`src/rtl/ps2_pkg.sv`:
```
// Shared types and constants for the PS/2 receive path: FSM states, FIFO entry and the parity helper.
package ps2_pkg;

  localparam logic [7:0] PS2_BREAK_CODE = 8'hF0;
  localparam int         PS2_DATA_BITS  = 8;

  typedef enum logic [1:0] {
    ST_IDLE,
    ST_DATA,
    ST_PARITY,
    ST_STOP
  } ps2_state_e;

  typedef struct packed {
    logic       brk;
    logic [7:0] code;
  } ps2_entry_t;

  // True when data plus parity bit carry an odd number of ones.
  function automatic logic ps2_odd_ok(input logic [7:0] data, input logic par);
    return ^{data, par};
  endfunction

endpackage

```
`src/rtl/ps2_sync_edge.sv`:
```
// Synchronizes the PS/2 clock and data lines into i_clk and flags falling edges of the PS/2 clock.
module ps2_sync_edge #(
  parameter int SYNC_STAGES = 2
) (
  input  logic clk_i,
  input  logic rst_i,
  input  logic ps2_clk_i,
  input  logic ps2_data_i,
  output logic fall_pulse_o,
  output logic data_sync_o
);

  logic [SYNC_STAGES-1:0] clk_sync_q;
  logic [SYNC_STAGES-1:0] data_sync_q;
  logic                   clk_prev_q;

  // Lines idle high, so reset fills the chains with ones to avoid a false edge.
  always_ff @(posedge clk_i or posedge rst_i) begin
    if (rst_i) begin
      clk_sync_q  <= '1;
      data_sync_q <= '1;
      clk_prev_q  <= 1'b1;
    end else begin
      clk_sync_q  <= {clk_sync_q[SYNC_STAGES-2:0], ps2_clk_i};
      data_sync_q <= {data_sync_q[SYNC_STAGES-2:0], ps2_data_i};
      clk_prev_q  <= clk_sync_q[SYNC_STAGES-1];
    end
  end

  assign fall_pulse_o = clk_prev_q & ~clk_sync_q[SYNC_STAGES-1];
  assign data_sync_o  = data_sync_q[SYNC_STAGES-1];

endmodule

```
`src/rtl/ps2_rx_decoder.sv`:
```
// PS/2 keyboard receiver: frame FSM with watchdog, F0 break-prefix tracking and a small scancode FIFO.
// Define PS2_RX_PARITY_CHECK_EN to reject frames whose parity bit does not give odd parity.
module ps2_rx_decoder
  import ps2_pkg::*;
#(
  parameter int          SYNC_STAGES = 2,
  parameter logic [31:0] TIMEOUT     = 32'd100000,
  parameter int          FIFO_DEPTH  = 4
) (
  input  logic       i_clk,
  input  logic       i_rst,
  input  logic       i_ps2_clk,
  input  logic       i_ps2_data,
  output logic [7:0] o_code,
  output logic       o_break,
  output logic       o_valid,
  input  logic       i_ready,
  output logic       o_frame_err,
  output logic       o_overflow
);

  localparam int AW = $clog2(FIFO_DEPTH);

  logic fall_pulse;
  logic data_sync;

  ps2_sync_edge #(
    .SYNC_STAGES (SYNC_STAGES)
  ) u_sync (
    .clk_i        (i_clk),
    .rst_i        (i_rst),
    .ps2_clk_i    (i_ps2_clk),
    .ps2_data_i   (i_ps2_data),
    .fall_pulse_o (fall_pulse),
    .data_sync_o  (data_sync)
  );

  ps2_state_e  state_q;
  logic [7:0]  shift_q;
  logic [2:0]  bit_cnt_q;
  logic        parity_ok_q;
  logic        break_pend_q;
  logic [31:0] wdog_q;
  logic        frame_err_q;
  logic        overflow_q;

  logic        frame_ok;
  logic        frame_bad;
  logic        timeout;
  logic        push_en;
  ps2_entry_t  push_entry;

  ps2_entry_t  mem_q [FIFO_DEPTH];
  logic [AW:0] wptr_q, wptr_d;
  logic [AW:0] rptr_q, rptr_d;
  logic        full;
  logic        empty;
  logic        pop;
  logic        push_acc;
  logic        drop;
  ps2_entry_t  head;

  always_comb begin
    frame_ok  = 1'b0;
    frame_bad = 1'b0;
    timeout   = 1'b0;
    if (state_q != ST_IDLE && !fall_pulse && wdog_q >= TIMEOUT - 32'd1) begin
      timeout = 1'b1;
    end
    if (state_q == ST_STOP && fall_pulse) begin
      if (data_sync && parity_ok_q) frame_ok  = 1'b1;
      else                          frame_bad = 1'b1;
    end
  end

  assign push_en    = frame_ok && (shift_q != PS2_BREAK_CODE);
  assign push_entry = '{brk: break_pend_q, code: shift_q};

  // Frame FSM; the watchdog only runs while a frame is in flight.
  always_ff @(posedge i_clk or posedge i_rst) begin
    if (i_rst) begin
      state_q      <= ST_IDLE;
      bit_cnt_q    <= '0;
      parity_ok_q  <= 1'b0;
      break_pend_q <= 1'b0;
      wdog_q       <= '0;
      frame_err_q  <= 1'b0;
    end else begin
      frame_err_q <= frame_bad | timeout;
      if (state_q == ST_IDLE || fall_pulse || timeout) wdog_q <= '0;
      else                                             wdog_q <= wdog_q + 32'd1;

      if (timeout) begin
        state_q      <= ST_IDLE;
        break_pend_q <= 1'b0;
      end else if (fall_pulse) begin
        case (state_q)
          ST_IDLE: begin
            if (!data_sync) begin
              state_q   <= ST_DATA;
              bit_cnt_q <= '0;
            end
          end
          ST_DATA: begin
            bit_cnt_q <= bit_cnt_q + 3'd1;
            if (bit_cnt_q == 3'(PS2_DATA_BITS - 1)) state_q <= ST_PARITY;
          end
          ST_PARITY: begin
`ifdef PS2_RX_PARITY_CHECK_EN
            parity_ok_q <= ps2_odd_ok(shift_q, data_sync);
`else
            parity_ok_q <= 1'b1;
`endif
            state_q <= ST_STOP;
          end
          ST_STOP: begin
            state_q <= ST_IDLE;
            if (frame_ok) break_pend_q <= (shift_q == PS2_BREAK_CODE);
          end
          default: state_q <= ST_IDLE;
        endcase
      end
    end
  end

  always_ff @(posedge i_clk) begin
    if (fall_pulse && state_q == ST_DATA) shift_q <= {data_sync, shift_q[7:1]};
  end

  assign empty    = (wptr_q == rptr_q);
  assign full     = (wptr_q[AW] != rptr_q[AW]) && (wptr_q[AW-1:0] == rptr_q[AW-1:0]);
  assign pop      = o_valid && i_ready;
  // A pop in the same cycle frees the slot, so a push into a full FIFO still lands.
  assign push_acc = push_en && (!full || pop);
  assign drop     = push_en && full && !pop;

  always_comb begin
    wptr_d = wptr_q;
    rptr_d = rptr_q;
    if (push_acc) wptr_d = wptr_q + 1'b1;
    if (pop)      rptr_d = rptr_q + 1'b1;
  end

  always_ff @(posedge i_clk or posedge i_rst) begin
    if (i_rst) begin
      wptr_q     <= '0;
      rptr_q     <= '0;
      overflow_q <= 1'b0;
    end else begin
      wptr_q     <= wptr_d;
      rptr_q     <= rptr_d;
      overflow_q <= drop;
    end
  end

  always_ff @(posedge i_clk) begin
    if (push_acc) mem_q[wptr_q[AW-1:0]] <= push_entry;
  end

  assign head        = mem_q[rptr_q[AW-1:0]];
  assign o_valid     = !empty;
  assign o_code      = o_valid ? head.code : 8'h00;
  assign o_break     = o_valid ? head.brk : 1'b0;
  assign o_frame_err = frame_err_q;
  assign o_overflow  = overflow_q;

endmodule

```
`config.mk`:
```
export PLATFORM = sky130hd
export DESIGN_NAME = ps2_rx_decoder
export DESIGN_NICKNAME = d
export VERILOG_FILES = /design/src/rtl/ps2_pkg.sv /design/src/rtl/ps2_sync_edge.sv /design/src/rtl/ps2_rx_decoder.sv
export SDC_FILE = /design/constraint.sdc
export NUM_CORES = 1
export LEC_CHECK = 0
export ABC_CLOCK_PERIOD_IN_PS = 2500
export BUFFER_PORTS_ARGS = -buffer_cell sky130_fd_sc_hd__clkbuf_2
export CAP_MARGIN = 20
export CELL_PAD_IN_SITES_DETAIL_PLACEMENT = 0
export CELL_PAD_IN_SITES_GLOBAL_PLACEMENT = 1
export CORE_ASPECT_RATIO = 0.5
export CORE_MARGIN = 2
export CORE_UTILIZATION = 35
export CTS_BUF_LIST = sky130_fd_sc_hd__clkbuf_8 sky130_fd_sc_hd__clkbuf_16
export DETAILED_ROUTE_END_ITERATION = 8
export HOLD_SLACK_MARGIN = 0.15
export MAX_ROUTING_LAYER = met4
export PLACE_DENSITY = 0.56
export SYNTH_ARGS = -nofsm -noshare
export SYNTH_HDL_FRONTEND = slang
export SYNTH_SLANG_ARGS = --single-unit
```
`constraint.sdc`:
```
create_clock -name i_clk -period 2.5 [get_ports i_clk]
set_input_delay 0 -clock i_clk [delete_from_list [all_inputs] [get_ports i_clk]]
set_output_delay 0 -clock i_clk [all_outputs]
set_load 0.005 [all_outputs]
```
Word-level counts from Yosys, hierarchy flattened. Memories as Yosys holds them, arrays and structs flattened. Index checks and enable logic that the tools add are counted.

Register bits after elaboration: 60. Latch bits: 0. Bits in writable memories: 36. Bits in read-only memories: 0. Input bits: 5. Logic and storage cells: 84. Memories: 1.

Add/subtract/negate cells: 4. Multiply operators: 0. Div/mod/pow operators: 0. $lt $le $gt $ge: 1. Equal/unequal tests: 12. Shift operators: 0. Multiplexer cells: 21. Bitwise gates (word level): 4. Reductions and logical operators: 28.

Memory list: mem_q (depth 4, bits a word 9, rd ports 1, clocked after memory_dff 0, wr ports 1, line ps2_rx_decoder.sv:53) `ps2_entry_t mem_q [FIFO_DEPTH];`.

Operators by type and width (count): 32-bit by 1-bit adder with 32-bit output (second input constant) (1); 32-bit by 17-bit greater-or-equal comparator with 1-bit output (second input constant) (1); 32-bit two-way mux (1); 1-bit two-way mux (12); 1-bit logical AND (11); 2-bit nonzero test (5); 3-bit by 1-bit adder with 3-bit output (second input constant) (3); 3-bit AND reduction (3); 8-bit equality test (second input constant) (1); 2-bit two-way mux (4); 8-bit two-way mux (1); 8-bit inequality test (second input constant) (1); 2-bit case mux with 4 select lines (1); 3-bit inequality test (second input constant) (2); 3-bit case mux with 2 select lines (1); 2-bit equality test (second input constant) (2); 1-bit logical NOT (4); 4-bit AND reduction (1); 3-bit equality test (1); 3-bit equality test (second input constant) (1); 1-bit logical OR (3); 3-bit two-way mux (1); 2-bit by 1-bit equality test with 1-bit output (second input constant) (1); 2-bit equality test (1); other kinds (6) (7).

Depth between registers and ports, before layout. Gate-level depths: netlist of run 1.

Word-level depth: 8. Gate-level depth with buffers: 7.

Cells and area by module. Synthesis of run 1 repeated with hierarchy kept, for this count alone.

Cell total of the unflattened synthesis: 260. Area, all modules: 3895.0 µm².

By module, submodules not included: ps2_rx_decoder (instances 1, cells an instance 253, area each 3746.1 µm², sequential area each 2497.4 µm²); ps2_sync_edge (instances 1, cells an instance 7, area each 148.9 µm², sequential area each 131.4 µm²).

Least setup slack after synthesis of run 1. No wires, ideal clock.

Path kind: flip-flop to flip-flop. Start point: register shift_q[1]. End point: memory mem_q[0][0] (netlist name) (enable). Setup time: 283 ps. Arrival time: 1526 ps. Data required time: 2217 ps. Setup slack: 691 ps. Stages on the path, launching flop included: 4. Buffers on the path: 0. Clock period less this slack: 1809 ps. Cells stage by stage: edfxtp_1 > or4_4 > o2111a_1 > and3_1.

Longest elaborated chain between the ends: 5.

Ends and longest elaborated chain: start, declared (line ps2_rx_decoder.sv:39) `logic [7:0] shift_q;`; start signal, assigned (line ps2_rx_decoder.sv:127) `if (fall_pulse && state_q == ST_DATA) shift_q <= {data_sync, shift_q[7:1]};`; 8-bit inequality test (line ps2_rx_decoder.sv:76) `assign push_en = frame_ok && (shift_q != PS2_BREAK_CODE);`; 1-bit logical AND (line ps2_rx_decoder.sv:76); 1-bit logical AND (line ps2_rx_decoder.sv:134) `assign push_acc = push_en && (!full || pop);`; 1-bit two-way mux (line ps2_rx_decoder.sv:157) `if (push_acc) mem_q[wptr_q[AW-1:0]] <= push_entry;`; 1-bit two-way mux (implied by the code) (line ps2_rx_decoder.sv:157); end, declared (line ps2_rx_decoder.sv:53).

No other way between the ends.

Worst setup path after layout of run 1.
Start point: register rptr_q[1]. End point: memory mem_q[2][1] (netlist name) (enable).

Longest elaborated chain between the ends: 7. Elaborated cells between the ends (all ways): 10. Those cells by class: 2 x eq/ne; 2 x mux; 6 x reduce/logical.

Ends and longest elaborated chain: start, declared (line ps2_rx_decoder.sv:55) `logic [AW:0] rptr_q, rptr_d;`; start signal, assigned (line ps2_rx_decoder.sv:151) `rptr_q <= rptr_d;`; 3-bit equality test or 2-bit equality test (tied branches) (line ps2_rx_decoder.sv:130, ps2_rx_decoder.sv:131); 1-bit logical NOT or 1-bit logical AND (tied branches) (line ps2_rx_decoder.sv:161, ps2_rx_decoder.sv:131); 1-bit logical AND or 1-bit logical NOT (tied branches) (line ps2_rx_decoder.sv:132, ps2_rx_decoder.sv:134); 1-bit logical OR * (line ps2_rx_decoder.sv:134); 1-bit logical AND * (line ps2_rx_decoder.sv:134); 1-bit two-way mux * (line ps2_rx_decoder.sv:157); 1-bit two-way mux (implied by the code) * (line ps2_rx_decoder.sv:157).

Mark *: on every way between the ends. The rest lies on a longest branch, timed or not.

==> run_summary.xml, run 1 <==
<?xml version="1.0" encoding="UTF-8"?>
<metrics>
  <group name="run_status">
    <metric name="run_status" unit="">completed</metric>
  </group>
  <group name="floorplan">
    <metric name="die_area" unit="sq um">12300</metric>
    <metric name="initial_core_util" unit="">0.361</metric>
    <metric name="die_width" unit="um">155</metric>
    <metric name="fp-row-count" unit="">27</metric>
    <metric name="ioPinCount" unit="">17</metric>
    <metric name="die_h" unit="um">79.4</metric>
    <metric name="design.core.area" unit="sq um">11000</metric>
  </group>
  <group name="route">
    <metric name="route.detailed.wl_per_inst" unit="um">14.5</metric>
    <metric name="drt_pass1_iterations" unit="">4</metric>
    <metric name="drtAntennaViolNets" unit="">0</metric>
    <metric name="vias" unit="">2234</metric>
    <metric name="detail_route.wirelength" unit="um">6720</metric>
    <metric name="avgViaCountPerCell" unit="">4.81</metric>
    <metric name="drt-initial-drc-count" unit="">107</metric>
    <metric name="drt_drc_violations_left" unit="">0</metric>
  </group>
  <group name="clock_tree">
    <metric name="post_cts_hold_buffer_count" unit="">4</metric>
    <metric name="worst_skew_pair.late_latency" unit="ns">0.34</metric>
    <metric name="cts_buffers" unit="">9</metric>
    <metric name="h-tree-depth" unit="">3</metric>
    <metric name="clock_tree.root_cell" unit="">clkbuf_16</metric>
    <metric name="clk_pin_slew_worst_paths" unit="ns">0.07</metric>
    <metric name="cts.path.max_buffers" unit="">2</metric>
    <metric name="cts_resized" unit="">0</metric>
    <metric name="cts_tree" unit="">yes</metric>
    <metric name="post-cts-setup-buffers" unit="">0</metric>
    <metric name="clock_sinks" unit="">96</metric>
  </group>
  <group name="logic_synthesis">
    <metric name="yosys-top-cells-area" unit="">edfxtp_1 (33%), dfrtp_1 (30%), mux4_2 (5.1%)</metric>
    <metric name="mappedNetlistArea" unit="sq um">3980</metric>
    <metric name="synth.distinct_cells" unit="">50</metric>
    <metric name="postSynthCellCount" unit="">270</metric>
    <metric name="number_of_synthesized_register_bits" unit="">96</metric>
    <metric name="synth_sequential_area_ratio" unit="">0.660</metric>
    <metric name="synth_warn" unit="">0</metric>
    <metric name="synth_top_area_cell" unit="">edfxtp_1</metric>
    <metric name="yosysTopAreaCellShare" unit="">0.332</metric>
    <metric name="avgSynthCellArea" unit="sq um">14.8</metric>
  </group>
  <group name="worst_setup_path">
    <metric name="crit_path_cell_trace" unit="">xnor2_1, nand4b_1, and3_1</metric>
    <metric name="setup.worst_path.class" unit="">flip-flop to flip-flop</metric>
    <metric name="startpoint_of_the_worst_register_to_register_path" unit="">rptr_q[1]</metric>
    <metric name="setup.reg_to_reg.worst_slack" unit="ns">0.47</metric>
    <metric name="cell_class_contributing_the_biggest_share_of_worst_path_delay" unit="">simple AND/OR/NAND/NOR gates</metric>
    <metric name="critical_path.slowest_cell" unit="">dfrtp_1</metric>
    <metric name="worstRegToRegCells" unit="">3</metric>
    <metric name="critical_path_required" unit="ns">2.48</metric>
    <metric name="worstReg2RegEnd" unit="">mem_q[2][1]</metric>
    <metric name="critPathCaptureType" unit="">flip-flop</metric>
    <metric name="worstSetupEndpoint" unit="">mem_q[2][1]</metric>
    <metric name="path_depth" unit="">3</metric>
    <metric name="setup.worst_path.start_class" unit="">flip-flop</metric>
    <metric name="critPathArrivalTime" unit="ns">2.01</metric>
    <metric name="crit_path_max_incr_delay" unit="ns">0.70</metric>
    <metric name="worstSetupStartpoint" unit="">rptr_q[1]</metric>
    <metric name="critPathBufInv" unit="">0</metric>
    <metric name="crit_path_max_fanout" unit="">12</metric>
  </group>
  <group name="final_layout">
    <metric name="sequential_cell_area" unit="sq um">2630</metric>
    <metric name="area_delta_synth_final" unit="%">17.4</metric>
    <metric name="final_layout_size_suffix_gt1_frac" unit="">0.207</metric>
    <metric name="mostFrequentLayoutCell" unit="">dfrtp_1</metric>
    <metric name="num-fill-cells" unit="">1021</metric>
    <metric name="postLayoutCellArea" unit="sq um">4680</metric>
    <metric name="commonest_cells_after_routing_fill_and_taps_aside" unit="">dfrtp_1 (47), edfxtp_1 (44), nor3_1 (20)</metric>
    <metric name="multi_input_area" unit="sq um">1330</metric>
    <metric name="post_layout_nonfiller_instances" unit="">464</metric>
    <metric name="num_antenna_cells" unit="">0</metric>
    <metric name="finish.net_count" unit="">332</metric>
  </group>
  <group name="sta">
    <metric name="post-route-period-util" unit="">0.813</metric>
    <metric name="timing_max_transition_violations_final" unit="">0</metric>
    <metric name="pin_slew_with_the_least_headroom_to_its_limit" unit="ns">0.564</metric>
    <metric name="tns" unit="ns">0</metric>
    <metric name="max_freq" unit="GHz">0.492</metric>
    <metric name="fin_skew" unit="ns">0.00429</metric>
    <metric name="setup_viol" unit="">0</metric>
    <metric name="min_period" unit="ns">2.03</metric>
    <metric name="timing.slew.headroom" unit="">0.624</metric>
    <metric name="timing.final.hold_violations" unit="">0</metric>
    <metric name="setup_repair_after_global_routing_missed_its_margin" unit="">false</metric>
  </group>
  <group name="place">
    <metric name="place.port_buffers" unit="">16</metric>
    <metric name="gp_congestion" unit="">0.736</metric>
    <metric name="place_area" unit="sq um">4300</metric>
    <metric name="dpl.cell_count" unit="">442</metric>
    <metric name="post-dp-hpwl" unit="um">4510</metric>
  </group>
  <group name="power">
    <metric name="post-layout-total-power" unit="mW">4.18</metric>
    <metric name="vdd_ir_drop_max" unit="uV">345</metric>
    <metric name="power_density" unit="nW/um^2">894</metric>
    <metric name="power.leakage" unit="nW">1.81</metric>
  </group>
  <group name="global_route">
    <metric name="global_route.usage.total" unit="">0.124</metric>
    <metric name="grt-busiest-layer" unit="">met2</metric>
    <metric name="first_global_vias" unit="">2248</metric>
    <metric name="antenna_found_initial" unit="">0</metric>
    <metric name="grt_first_pass_wirelength" unit="um">11200</metric>
    <metric name="grt_use_met3" unit="">0.0391</metric>
    <metric name="global_route.usage.met1" unit="">0.152</metric>
    <metric name="use_met2" unit="">0.198</metric>
    <metric name="globalRoute.totalOverflow" unit="">0</metric>
    <metric name="grt_start_max_net_pins" unit="">53</metric>
  </group>
  <group name="run">
    <metric name="cap_viol_max_count" unit="">0</metric>
  </group>
  <group name="min_path">
    <metric name="hold_path.startpoint" unit="">i_ps2_data</metric>
    <metric name="hp-class" unit="">primary input to flip-flop</metric>
  </group>
</metrics>
==> cell families (layout without fill, tap and decap cells) <==
logic type      after synthesis  after routing  share of synthesized area
mux                          12             12                     0.0587
simple gates                 91             91                      0.137
xor+xnor                     20             20                     0.0440
buf+inv                      17             52                     0.0192
flops                        96             96                      0.660
other cells                   1             15                   0.000941
fa+ha+maj                    13             13                     0.0408
compound gates               20             20                     0.0396
==> routing by layer <==
layer | wire length, um | share of wire | up-vias
met5 | 0 | 0 | -
met4 | 97 | 0.014 | 0
met3 | 230 | 0.034 | 12
met2 | 3130 | 0.47 | 34
met1 | 3260 | 0.48 | 1117
li1 | - | - | 1071
==> flip-flops by register name, indices dropped and copies added (netlist names) <==
signal and cells:
parity_ok_q 1, bit_cnt_q 3, wdog_q 32, u_sync.data_sync_q 2, o_frame_err 1, mem_q 36
break_pend_q 1, shift_q 8, wptr_q 3, rptr_q 3, state_q 2, u_sync.clk_prev_q 1
u_sync.clk_sync_q 2, o_overflow 1
==> through the flow <==
step | utilization | hold slack (ns) | worst slack, ns
floorplan | - | 0.00448 | 0.691
global placement | 0.389 | 0.0890 | 0.458
detailed placement | 0.389 | 0.0889 | 0.441
CTS | 0.421 | 0.284 | 0.430
global route | 0.423 | 0.302 | 0.323
finish | 0.423 | 0.298 | 0.467
==> cell usage after synthesis (all sizes together) <==
library cell and instances:
nand3 9, ha 13, conb 1, or2 1, o2111a 1, edfxtp 44
a211oi 2, dfrtp 47, a22o 1, a21oi 3, o311ai 1, mux4 9
mux2 1, nand2 11, nand3b 1, nor2 4, and4 3, inv 7
and2 13, mux2i 2, o41ai 1, or3 1, nand2b 2, or3b 1
buf 7, xnor2 11, a21o 2, and3 5, a221oi 1, dfstp 5
or4 1, xor2 9, nand4b 4, nor3 21, o2bb2ai 2, nor2b 1
nand4 7, nor4 6, clkbuf 3, o21ai 6
==> worst min path at each step <==
| stage | cells past startpoint | endpoint | slack, ns |
|---|---|---|---|
| 2_1_floorplan | 0 | u_sync.clk_sync_q[0] | 0.004 |
| 3_3_place_gp | 1 | u_sync.data_sync_q[0] | 0.09 |
| 3_5_place_dp | 1 | u_sync.data_sync_q[0] | 0.09 |
| 4_1_cts | 2 | u_sync.data_sync_q[0] | 0.28 |
| 5_1_grt | 2 | u_sync.clk_sync_q[0] | 0.30 |
| 6_report | 2 | u_sync.data_sync_q[0] | 0.30 |
==> layout make-up <==
type,instances,share of cell area
flip-flops and latches,96,0.562
repair buffers,29,0.0434
multi-input cells,171,0.285
clock buffers,9,0.0482
inverters,7,0.00562
clock inverters,7,0.0171
well taps,145,0.0388
==> power by group <==
part	switching (mW)	internal (mW)	total, mW
sequential	0.125	1.77	1.90
clock	0.593	0.789	1.38
combinational	0.437	0.462	0.899
(Power assumes the default switching activity.)
==> run 2, diff against run 1 <==
ABC_CLOCK_PERIOD_IN_PS = 2100   (was 2500)
clock period = 2.1 ns   (was 2.5 ns; I/O delays follow)
==> run 2 against run 1 <==
Against the previous run:
- register-to-register slack worse by 0.35 ns
- power up 17%
- critical path depth unchanged
- wire length up 0.92%
- clock power up 12%
- design area up 0.35%
- utilization up 0.15 points
- non-clock buffer count up 5
- maximum frequency up 2.6%
- flip-flop and latch count unchanged
- worst setup slack worse by 0.35 ns
- clock skew up 0.0046 ns
- critical path type unchanged
- largest cell class unchanged
- highest routed layer unchanged
==> run_summary.xml, run 2 (synthesized netlist as in run 1, its figures left out) <==
<?xml version="1.0" encoding="UTF-8"?>
<metrics>
  <group name="clock_tree">
    <metric name="clock_tree.root_cell" unit="">clkbuf_16</metric>
    <metric name="h-tree-depth" unit="">3</metric>
    <metric name="worst_skew_pair.late_latency" unit="ns">0.34</metric>
    <metric name="post_cts_hold_buffer_count" unit="">5</metric>
    <metric name="cts.path.max_buffers" unit="">2</metric>
    <metric name="cts_buffers" unit="">9</metric>
    <metric name="post-cts-setup-buffers" unit="">0</metric>
    <metric name="clock_sinks" unit="">96</metric>
    <metric name="cts_resized" unit="">0</metric>
    <metric name="clk_pin_slew_worst_paths" unit="ns">0.07</metric>
    <metric name="cts_tree" unit="">yes</metric>
  </group>
  <group name="final_layout">
    <metric name="post_layout_nonfiller_instances" unit="">469</metric>
    <metric name="num_antenna_cells" unit="">0</metric>
    <metric name="num-fill-cells" unit="">1022</metric>
    <metric name="largest_register_ffs" unit="">36</metric>
    <metric name="final_layout_size_suffix_gt1_frac" unit="">0.216</metric>
    <metric name="mostFrequentLayoutCell" unit="">dfrtp_1</metric>
    <metric name="finish.net_count" unit="">337</metric>
    <metric name="multi_input_area" unit="sq um">1330</metric>
    <metric name="sequential_cell_area" unit="sq um">2630</metric>
    <metric name="postLayoutCellArea" unit="sq um">4690</metric>
    <metric name="area_delta_synth_final" unit="%">17.8</metric>
    <metric name="finalCoreUtilization" unit="">0.425</metric>
    <metric name="commonest_cells_after_routing_fill_and_taps_aside" unit="">dfrtp_1 (47), edfxtp_1 (44), nor3_1 (20)</metric>
  </group>
  <group name="place">
    <metric name="place_area" unit="sq um">4360</metric>
    <metric name="placement.setup.worst_slack" unit="ns">0.112</metric>
    <metric name="post-dp-hpwl" unit="um">4600</metric>
    <metric name="gp_congestion" unit="">0.730</metric>
    <metric name="place.port_buffers" unit="">16</metric>
    <metric name="dpl.cell_count" unit="">448</metric>
  </group>
  <group name="worst_setup_path">
    <metric name="crit_path_cell_trace" unit="">or4_4, o2111a_1, and3_1</metric>
    <metric name="setup.worst_path.start_class" unit="">flip-flop</metric>
    <metric name="critPathArrivalTime" unit="ns">2.01</metric>
    <metric name="critical_path_required" unit="ns">2.13</metric>
    <metric name="setup.worst_path.class" unit="">flip-flop to flip-flop</metric>
    <metric name="critPathCaptureType" unit="">flip-flop</metric>
    <metric name="critical_path.slowest_cell" unit="">or4_4</metric>
    <metric name="crit_path_max_incr_delay" unit="ns">0.54</metric>
    <metric name="crit_path_max_fanout" unit="">9</metric>
  </group>
  <group name="min_path">
    <metric name="hp-class" unit="">primary input to flip-flop</metric>
  </group>
  <group name="global_route">
    <metric name="first_global_vias" unit="">2356</metric>
    <metric name="use_met2" unit="">0.212</metric>
    <metric name="globalRoute.totalOverflow" unit="">0</metric>
    <metric name="grt_first_pass_wirelength" unit="um">11500</metric>
    <metric name="grt_use_met3" unit="">0.0326</metric>
    <metric name="antenna_found_initial" unit="">0</metric>
    <metric name="grt-busiest-layer" unit="">met2</metric>
    <metric name="grt_start_max_net_pins" unit="">41</metric>
    <metric name="global_route.usage.met1" unit="">0.151</metric>
    <metric name="global_route.usage.total" unit="">0.126</metric>
  </group>
  <group name="sta">
    <metric name="timing.slew.headroom" unit="">0.652</metric>
    <metric name="fin_skew" unit="ns">0.00885</metric>
    <metric name="min_period" unit="ns">1.98</metric>
    <metric name="timing_max_transition_violations_final" unit="">0</metric>
    <metric name="post-route-period-util" unit="">0.943</metric>
    <metric name="setup_viol" unit="">0</metric>
    <metric name="max_freq" unit="GHz">0.505</metric>
    <metric name="tns" unit="ns">0</metric>
    <metric name="postLayoutSetupSlackWorst" unit="ns">0.119</metric>
    <metric name="timing.final.hold_violations" unit="">0</metric>
    <metric name="timing.hold.ws" unit="ns">0.293</metric>
    <metric name="pin_slew_with_the_least_headroom_to_its_limit" unit="ns">0.522</metric>
    <metric name="setup_repair_after_global_routing_missed_its_margin" unit="">false</metric>
  </group>
  <group name="route">
    <metric name="drt_drc_violations_left" unit="">0</metric>
    <metric name="vias" unit="">2239</metric>
    <metric name="drtAntennaViolNets" unit="">0</metric>
    <metric name="drt-initial-drc-count" unit="">75</metric>
    <metric name="drt_pass1_iterations" unit="">4</metric>
    <metric name="detail_route.wirelength" unit="um">6780</metric>
    <metric name="route.detailed.wl_per_inst" unit="um">14.5</metric>
    <metric name="avgViaCountPerCell" unit="">4.77</metric>
  </group>
  <group name="power">
    <metric name="power.leakage" unit="nW">1.81</metric>
    <metric name="power_density" unit="nW/um^2">1040</metric>
    <metric name="vdd_ir_drop_max" unit="uV">374</metric>
    <metric name="post-layout-total-power" unit="mW">4.90</metric>
  </group>
  <group name="floorplan">
    <metric name="die_width" unit="um">155</metric>
    <metric name="ioPinCount" unit="">17</metric>
    <metric name="initial_core_util" unit="">0.361</metric>
    <metric name="die_area" unit="sq um">12300</metric>
    <metric name="fp-row-count" unit="">27</metric>
    <metric name="design.core.area" unit="sq um">11000</metric>
    <metric name="die_h" unit="um">79.4</metric>
  </group>
  <group name="run">
    <metric name="cap_viol_max_count" unit="">0</metric>
  </group>
  <group name="run_status">
    <metric name="run_status" unit="">completed</metric>
  </group>
</metrics>
[run 2: cell types whose count changed in the layout (fill, tap and decap cells not counted), sizes merged]
cell	before	now
buf	8	13
clkinv	4	1
clkinvlp	0	2
bufinv	1	0
clkbuf	25	26
inv	9	10
[run 2: final cells by class]
cell class	instances	share of cell area
sequential	96	0.560
multi-input combinational	171	0.284
timing repair buffer	34	0.0512
clock buffer	10	0.0509
tap	145	0.0387
clock inverter	6	0.00960
inverter	7	0.00560
[run 2: per-layer routing]
metal  vias to the layer above  share of wire
li1                       1088              -
met1                      1112           0.48
met2                        29           0.48
met3                        10          0.031
met4                         0          0.015
met5                         -              0
[run 2: where the power goes]
part	internal, mW	total (mW)	switching [mW]
Sequential	2.11	2.22	0.104
Clock	0.841	1.54	0.699
Combinational	0.571	1.14	0.572
Total	3.52	4.90	1.37
[run 2: critical path: cells and delay by family (launching register included)]
family	cells	cell delay, ns
DFF	1	0.44
AOI/OAI and AO/OA	1	0.31
and+or+nand+nor	2	0.92
[run 2: worst paths after layout]
path / startpoint / slack [ns] / to / depth (start not counted)
max in group asynchronous: i_rst / 0.83 / u_sync.data_sync_q[0] / 5
hold reg to reg: u_sync.clk_sync_q[0] / 0.36 / u_sync.clk_sync_q[1] / 0
setup reg to reg: shift_q[0] / 0.12 / mem_q[0][8] / 3
min in group asynchronous: i_rst / 0.70 / break_pend_q / 4
setup / recovery: shift_q[0] / 0.12 / mem_q[0][8] / 3
hold / removal: i_ps2_clk / 0.29 / u_sync.clk_sync_q[0] / 2
